--- config.mk ---
export PLATFORM = sky130hd
export DESIGN_NAME = gcm_ae_hw_deadlock_reporter
export DESIGN_NICKNAME = d
export VERILOG_FILES = /design/src/rtl/gcm_ae_hw_deadlock_reporter.sv
export SDC_FILE = /design/constraint.sdc
export NUM_CORES = 1
export LEC_CHECK = 0
export CORE_AREA = 5 5 80 82
export DETAILED_ROUTE_END_ITERATION = 8
export DIE_AREA = 0 0 85 87
export GPL_ROUTABILITY_DRIVEN = 0
export PLACE_DENSITY = 0.78
export SYNTH_ARGS = -nofsm -noshare
export SYNTH_HDL_FRONTEND = slang
export SYNTH_SLANG_ARGS = --single-unit
export TNS_END_PERCENT = 10
--- constraint.sdc ---
create_clock -name ap_clk -period 3.4 [get_ports ap_clk]
set_clock_uncertainty 0.05 [all_clocks]
set_input_delay 1.02 -clock ap_clk [delete_from_list [all_inputs] [get_ports ap_clk]]
set_output_delay 1.02 -clock ap_clk [all_outputs]
set_load 0.05 [all_outputs]
--- src/rtl/gcm_ae_hw_deadlock_reporter.sv ---
// Deadlock reporter for the GCM_AE_HW_1x22 monitor chain: filters transient blocks,
// snapshots the block/idle vectors on confirmation and emits one report word per episode.
module gcm_ae_hw_deadlock_reporter #(
    parameter int unsigned PERSIST    = 16,
    parameter int unsigned AXIS_W     = 7,
    parameter int unsigned INST_W     = 7,
    // Reset value of deadlock_count; 0 in production, nonzero only to reach saturation quickly.
    parameter logic [15:0] COUNT_INIT = 16'h0000
) (
    input  logic              ap_clk,
    input  logic              ap_rst_n,
    input  logic              block_in,
    input  logic [AXIS_W-1:0] axis_block_sigs,
    input  logic [INST_W-1:0] inst_idle_sigs,
    input  logic              clear,
    output logic [31:0]       report_tdata,
    output logic              report_tvalid,
    input  logic              report_tready,
    output logic              deadlock_irq,
    output logic [15:0]       deadlock_count
);

    typedef enum logic [1:0] {
        S_IDLE,
        S_CONFIRM,
        S_REPORT,
        S_HOLD
    } state_e;

    localparam logic [15:0] PERSIST_M1 = 16'(PERSIST - 1);

    state_e              state_q, state_d;
    logic [15:0]         pcnt_q, pcnt_d;
    logic [AXIS_W-1:0]   axis_snap_q, axis_snap_d;
    logic [INST_W-1:0]   inst_snap_q, inst_snap_d;
    logic [15:0]         count_q, count_d;
    logic                irq_q, irq_d;
    logic                tvalid_q, tvalid_d;
    logic [31:0]         tdata_q, tdata_d;

    logic                confirm;
    logic [15:0]         count_inc;

    // NOTE: every combinational output gets a default first, so no path leaves it unassigned (no latch).
    always_comb begin
        state_d = state_q;
        pcnt_d  = pcnt_q;
        confirm = 1'b0;

        unique case (state_q)
            S_IDLE: begin
                pcnt_d = '0;
                if (block_in) begin
                    if (PERSIST == 1) begin
                        confirm = 1'b1;
                    end else begin
                        pcnt_d  = 16'd1;
                        state_d = S_CONFIRM;
                    end
                end
            end
            S_CONFIRM: begin
                if (!block_in) begin
                    state_d = S_IDLE;
                    pcnt_d  = '0;
                end else if (pcnt_q == PERSIST_M1) begin
                    confirm = 1'b1;
                end else begin
                    pcnt_d = pcnt_q + 16'd1;
                end
            end
            S_REPORT: begin
                if (tvalid_q && report_tready) begin
                    state_d = S_HOLD;
                end
            end
            S_HOLD: begin
                // One report per episode: wait for block to drop before re-arming.
                if (!block_in) begin
                    state_d = S_IDLE;
                end
            end
            default: state_d = S_IDLE;
        endcase

        if (confirm) begin
            state_d = S_REPORT;
            pcnt_d  = '0;
        end
    end

    assign count_inc = (count_q == 16'hFFFF) ? count_q : count_q + 16'd1;

    always_comb begin
        axis_snap_d = confirm ? axis_block_sigs : axis_snap_q;
        inst_snap_d = confirm ? inst_idle_sigs  : inst_snap_q;
        count_d     = confirm ? count_inc       : count_q;
        // Set wins over a simultaneous clear.
        irq_d       = confirm | (irq_q & ~clear);

        tvalid_d = tvalid_q;
        if (confirm) begin
            tvalid_d = 1'b1;
        end else if (tvalid_q && report_tready) begin
            tvalid_d = 1'b0;
        end

        // Word is built from the incoming vectors so it carries the post-increment count.
        tdata_d = confirm ? {count_inc, 1'b0, inst_idle_sigs, 1'b0, axis_block_sigs} : tdata_q;
    end

    // NOTE: sequential state uses non-blocking assignments; the reset is asynchronous and clears everything.
    always_ff @(posedge ap_clk or negedge ap_rst_n) begin
        if (!ap_rst_n) begin
            state_q     <= S_IDLE;
            pcnt_q      <= '0;
            axis_snap_q <= '0;
            inst_snap_q <= '0;
            count_q     <= COUNT_INIT;
            irq_q       <= 1'b0;
            tvalid_q    <= 1'b0;
            tdata_q     <= '0;
        end else begin
            state_q     <= state_d;
            pcnt_q      <= pcnt_d;
            axis_snap_q <= axis_snap_d;
            inst_snap_q <= inst_snap_d;
            count_q     <= count_d;
            irq_q       <= irq_d;
            tvalid_q    <= tvalid_d;
            tdata_q     <= tdata_d;
        end
    end

    assign report_tdata   = tdata_q;
    assign report_tvalid  = tvalid_q;
    assign deadlock_irq   = irq_q;
    assign deadlock_count = count_q;

endmodule

# After elaboration in Yosys (flattened, before gate mapping)
# Cells that the tools add are included.
# totals
regBits	66
out_inout_bits	50
# op_classes
n_addsub	2
eq_ne	9
reduce_logical	7
bitwise	3
muxes	16
# ops
op	n
16-bit 2-to-1 mux	4
16-bit by 1-bit adder with 16-bit output (second input constant)	2
16-bit case mux with 2 select lines	1
16-bit equality test (second input constant)	1
16-bit by 4-bit equality test with 1-bit output (second input constant)	1
2-bit 2-to-1 mux	4
1-bit 2-to-1 mux	6
3-bit inequality test (second input constant)	2
2-bit case mux with 3 select lines	1
2-bit equality test (second input constant)	2
4-bit inequality test (second input constant)	1
3-bit by 2-bit inequality test with 1-bit output (second input constant)	1
3-bit AND reduction	1
3-bit nonzero test	1
2-bit by 1-bit equality test with 1-bit output (second input constant)	1
2-bit logical NOT	1
2-bit AND reduction	1
2-bit nonzero test	1
2-bit OR reduction	1
1-bit AND	1
1-bit logical AND	1
1-bit inverter	1
1-bit bitwise OR	1

# Depth between registers and ports, before layout
# logic_depth
depth_word	6
mapped_depth	8
mapped_depth_nobuf	6

# Worst setup path after synthesis
# OpenSTA, ideal clock, no wires.
# synth_timing
kind	reg2out
start	register deadlock_count[8] (netlist name)
end	output report_tdata[24]
t_required_ns	2.330
setup_slack_ns	1.347
arrival_time_ns	0.983
path_stages_with_launch	2
cell_sequence	dfrtp_1 buf_4
# synth_lines
element	line	source
end: declaration	16	output logic [31:0] report_tdata,

# Worst setup path in the final report
# layout_timing
start	register count_q[8], in the netlist deadlock_count[8]
end	output deadlock_count[8]
# layout_lines
element	line	source
start: declaration	36	logic [15:0] count_q, count_d;
start signal: assignment	128	count_q <= count_d;
end: declaration	20	output logic [15:0] deadlock_count
# No word-level cell between the ends.

==> summary by stage <==
Outcome
The run finished with clean final reports.

STA
Setup repair after global routing left no endpoint under its margin. After layout, the minimum clock period comes to 2719 ps. The actual slew at the worst max-slew pin is approximately 520 ps.

The max-slew violation count is 0. The peak clock frequency supported by timing is around 370 MHz. The final clock period utilization by the worst path is approximately four fifths. Headroom to the max-slew limit came out at between 60% and 70%. The final setup violation count is 0.

In the final timing run, aggregate negative setup slack is 0 ps. The number of failing hold endpoints at the final stage was 0.

Die
From left edge to right edge, the die measures between 80 and 90 um. Pin placement for this block handled between 60 and 70 I/O pins. The vertical extent of the die is approximately 87 um. The die covers roughly 7400 um2.

The initial standard-cell utilization of the core is 42.86%. The number of core rows is 28. The floorplan core area is 5675 um2.

Routing
The number of nets with antenna violations after routing is 0. The routed wire length is a little under 5 mm. The post-detailed-route DRC marker count is 0. In the final routed layout, each cell accounts on average for between 10 and 15 um. The detailed router's first-iteration violation count is between 90 and 100. The overall via count from detail_route is 1845. The length of the first detailed-routing pass in iterations is 5. Using the TritonRoute via totals, the vias-per-cell ratio works out to 4.933.

Placement
In this run the tool buffered the top-level ports with 66 buffer cells. Detailed placement finished with a half-perimeter wire length of between 3 and 4 mm. In this run, placement finished with an instance count of 366.

Synthesis
The mux share of post-synthesis cell area is 0.4630%. The average size of a mapped cell is between 9 and 10 um2. The number of flops mapped to enable cells by yosys is 0. The most area-hungry cell type in the Yosys netlist is dfrtp_1.

Summing the sequential cell areas from Yosys gives between 50% and 60% of the chip area. The primary flip-flop cell chosen by synthesis mapping is dfrtp_1. In the synthesized netlist the async set-or-reset flop fraction comes to 100.0%.

The largest family of logic cells by synthesized area is simple AND/OR/NAND/NOR gates. The post-synthesis instance total is 245. The commonest cells after synthesis are nand2_1, dfrtp_1, buf_4, nor2_1, xor2_1. The most common cell in the synthesized netlist is nand2_1.

The distinct cell type count of the synthesized netlist is 33. The post-synthesis sequential element count is 50. After Yosys synthesis, and, or, nand and nor cells account for between 20% and 30% of the synthesized area.

Ranked by total cell area, the synthesized netlist is headed by dfrtp_1, nand2_1, buf_4, xor2_1, xnor2_1. Summing the areas of all compound-gate instances in the mapped netlist gives 1.698% of the synthesized area. The post-synthesis cell area is roughly 2400 um2. The area share of the largest cell type after synthesis is between 50% and 60%. After Yosys synthesis, XOR and XNOR cells account for a little over a tenth of the synthesized area. The Yosys warning count is 0. The fraction of the mapped netlist area in adder cells is between 1 and 1.5%.

CTS
The number of hold buffers added after CTS was 0. The buffer count from post-CTS setup fixing is 0. The count of instances resized after the clock tree is built is 0. The clock latency at the later pin of the worst-skew pair is 300 ps.

The longest clock path from root to sink contains 2 buffers. The H-tree generated during clock tree synthesis spans 2 levels. For this design, the sink count on the clock tree is 50.

The CTS tree is built. The CTS buffer count is 5. Clock tree synthesis selected as its root buffer the cell clkbuf_8. The clock-pin slew on the worst setup and hold paths is 90 ps.

Worst setup path
STA classifies the critical path startpoint as a flop. The slowest stage of the critical path belongs to the cell clkdlybuf4s50_1. Data on the critical path arrives at its endpoint at between 1500 and 2000 ps.

The critical path is of the reg2out type. The cell family contributing the most delay on the critical path is buffers and inverters. The count of buffering cells on the critical path with inverters included is 1.

At the worst endpoint, the required time is 2330 ps. The endpoint class of the critical path is an output port. The signal on the critical path passes through clkdlybuf4s50_1. The worst-path maximum fanout is 7. The largest single stage delay on the critical path is ~860 ps.

Layout
The final antenna diode count is 0. Across the whole layout, storage elements account for 1251 um2. The count of placed standard cells in the final layout, fillers left out is 374. The final layout contains 319 nets. Cells with a size suffix above 1 make up 7.358% of the layout. In the final layout, the multi-input gates occupy slightly below 1000 um2. After filler insertion, the fill cell instance count of the layout stands at slightly above 500.

The post-synthesis to final-layout area growth is 29.84%.

Min path
In this run the worst hold path is classified as reg2reg.

Global routing
The initial antenna violation count is 0. The via count of the first global-routing pass is 1777. Entering global routing, the biggest net connects 33 pins. Global routing used ~14% of the available tracks across all layers.

The first-pass GRT wire length is about 8.4 mm. Summed over all layers, the global routing overflow is 0.

Run
The tool flagged a number of max-cap violations equal to 0.

Power and ir drop
The areal power density over the cells is between 300 and 400 nW/um2. The reported leakage power is about 0.0014 uW. IR analysis of the VDD net gives a maximum drop of ~0.00025 V.
-- layer usage --
| layer | wire length, um | vias up | global-route usage (%) | part of all wire (%) |
|---|---|---|---|---|
| met5 | 0 | - | 0 | 0 |
| met4 | 55 | 0 | 4.460 | 1.1 |
| met3 | 340 | 7 | 3.690 | 7.0 |
| met2 | 2439 | 58 | 23.73 | 50 |
| met1 | 2047 | 886 | 16.96 | 42 |
| li1 | - | 894 | - | - |
-- layout make-up --
type | count | share of cell area (%)
Multi-Input combinational cell | 167 | 31.38
Clock buffer | 6 | 2.615
Sequential cell | 50 | 39.62
Inverter | 4 | 0.4754
Timing Repair Buffer | 70 | 21.71
Tap cell | 75 | 2.971
Clock inverter | 2 | 1.228
-- cell families (layout without fill, tap and decap cells) --
kind of cell,after synthesis,in the layout
xor+xnor,29,29
compound gates,8,8
simple gates,125,125
buf+inv,29,82
fa+ha+maj,2,2
flops,50,50
mux,1,1
other cells,1,2
-- path summary, 6_finish.rpt --
kind	start	endpoint	slack (ps)	depth (start not counted)
max	deadlock_count[8]	deadlock_count[8]	680	1
min	report_tdata[0]	report_tdata[0]	430	2
max reg2reg	state_q[1]	deadlock_count[10]	1260	5
min reg2reg	report_tdata[0]	report_tdata[0]	430	2
max in group asynchronous	ap_rst_n	pcnt_q[7]	1980	2
min in group asynchronous	ap_rst_n	deadlock_count[3]	580	1
-- layout by cell type (no fill, tap or decap), types with 2 or more instances in the layout --
master	count
nor2_1	20
inv_1	4
clkbuf_8	6
and4_1	2
and2_1	2
nor2b_1	2
and4b_1	2
ha_1	2
dfrtp_1	50
and3_1	4
buf_4	4
o21ai_0	7
nand2_1	56
xor2_1	15
nor3_1	2
clkdlybuf4s50_1	65
conb_1	2
xnor2_1	14
nand2b_1	2
nand4_1	12
nand3_1	11
nor4_2	2
-- per-stage QoR --
step | util (%) | setup slack [ps] | hold WS [ps] | power, uW | instance area, um2
after global placement | 53.51 | 732.2 | 407.4 | 773.8 | 3037
after floorplan | - | 1347 | 420.7 | 729.2 | 2436
after CTS | 55.64 | 673.2 | 436.4 | 1212 | 3158
after detailed placement | 53.51 | 700.7 | 412.2 | 778.0 | 3037
final | 55.64 | 680.6 | 434.4 | 1203 | 3158
after global routing | 55.64 | 604.1 | 469.3 | 1258 | 3158
-- where the power goes --
group	switching [uW]	total (uW)	leakage (uW)	internal, uW
logic	68.9	119	0.000669	49.9
clock network	195	437	0.0000618	242
registers	32.4	647	0.000693	615
-- sequential cells by signal, summed over array words and instances, names as in the netlist --
signal	count
report_tvalid	1
deadlock_count	16
deadlock_irq	1
report_tdata	14
state_q	2
pcnt_q	16
Note: power is estimated with default switching activity, not from simulation.
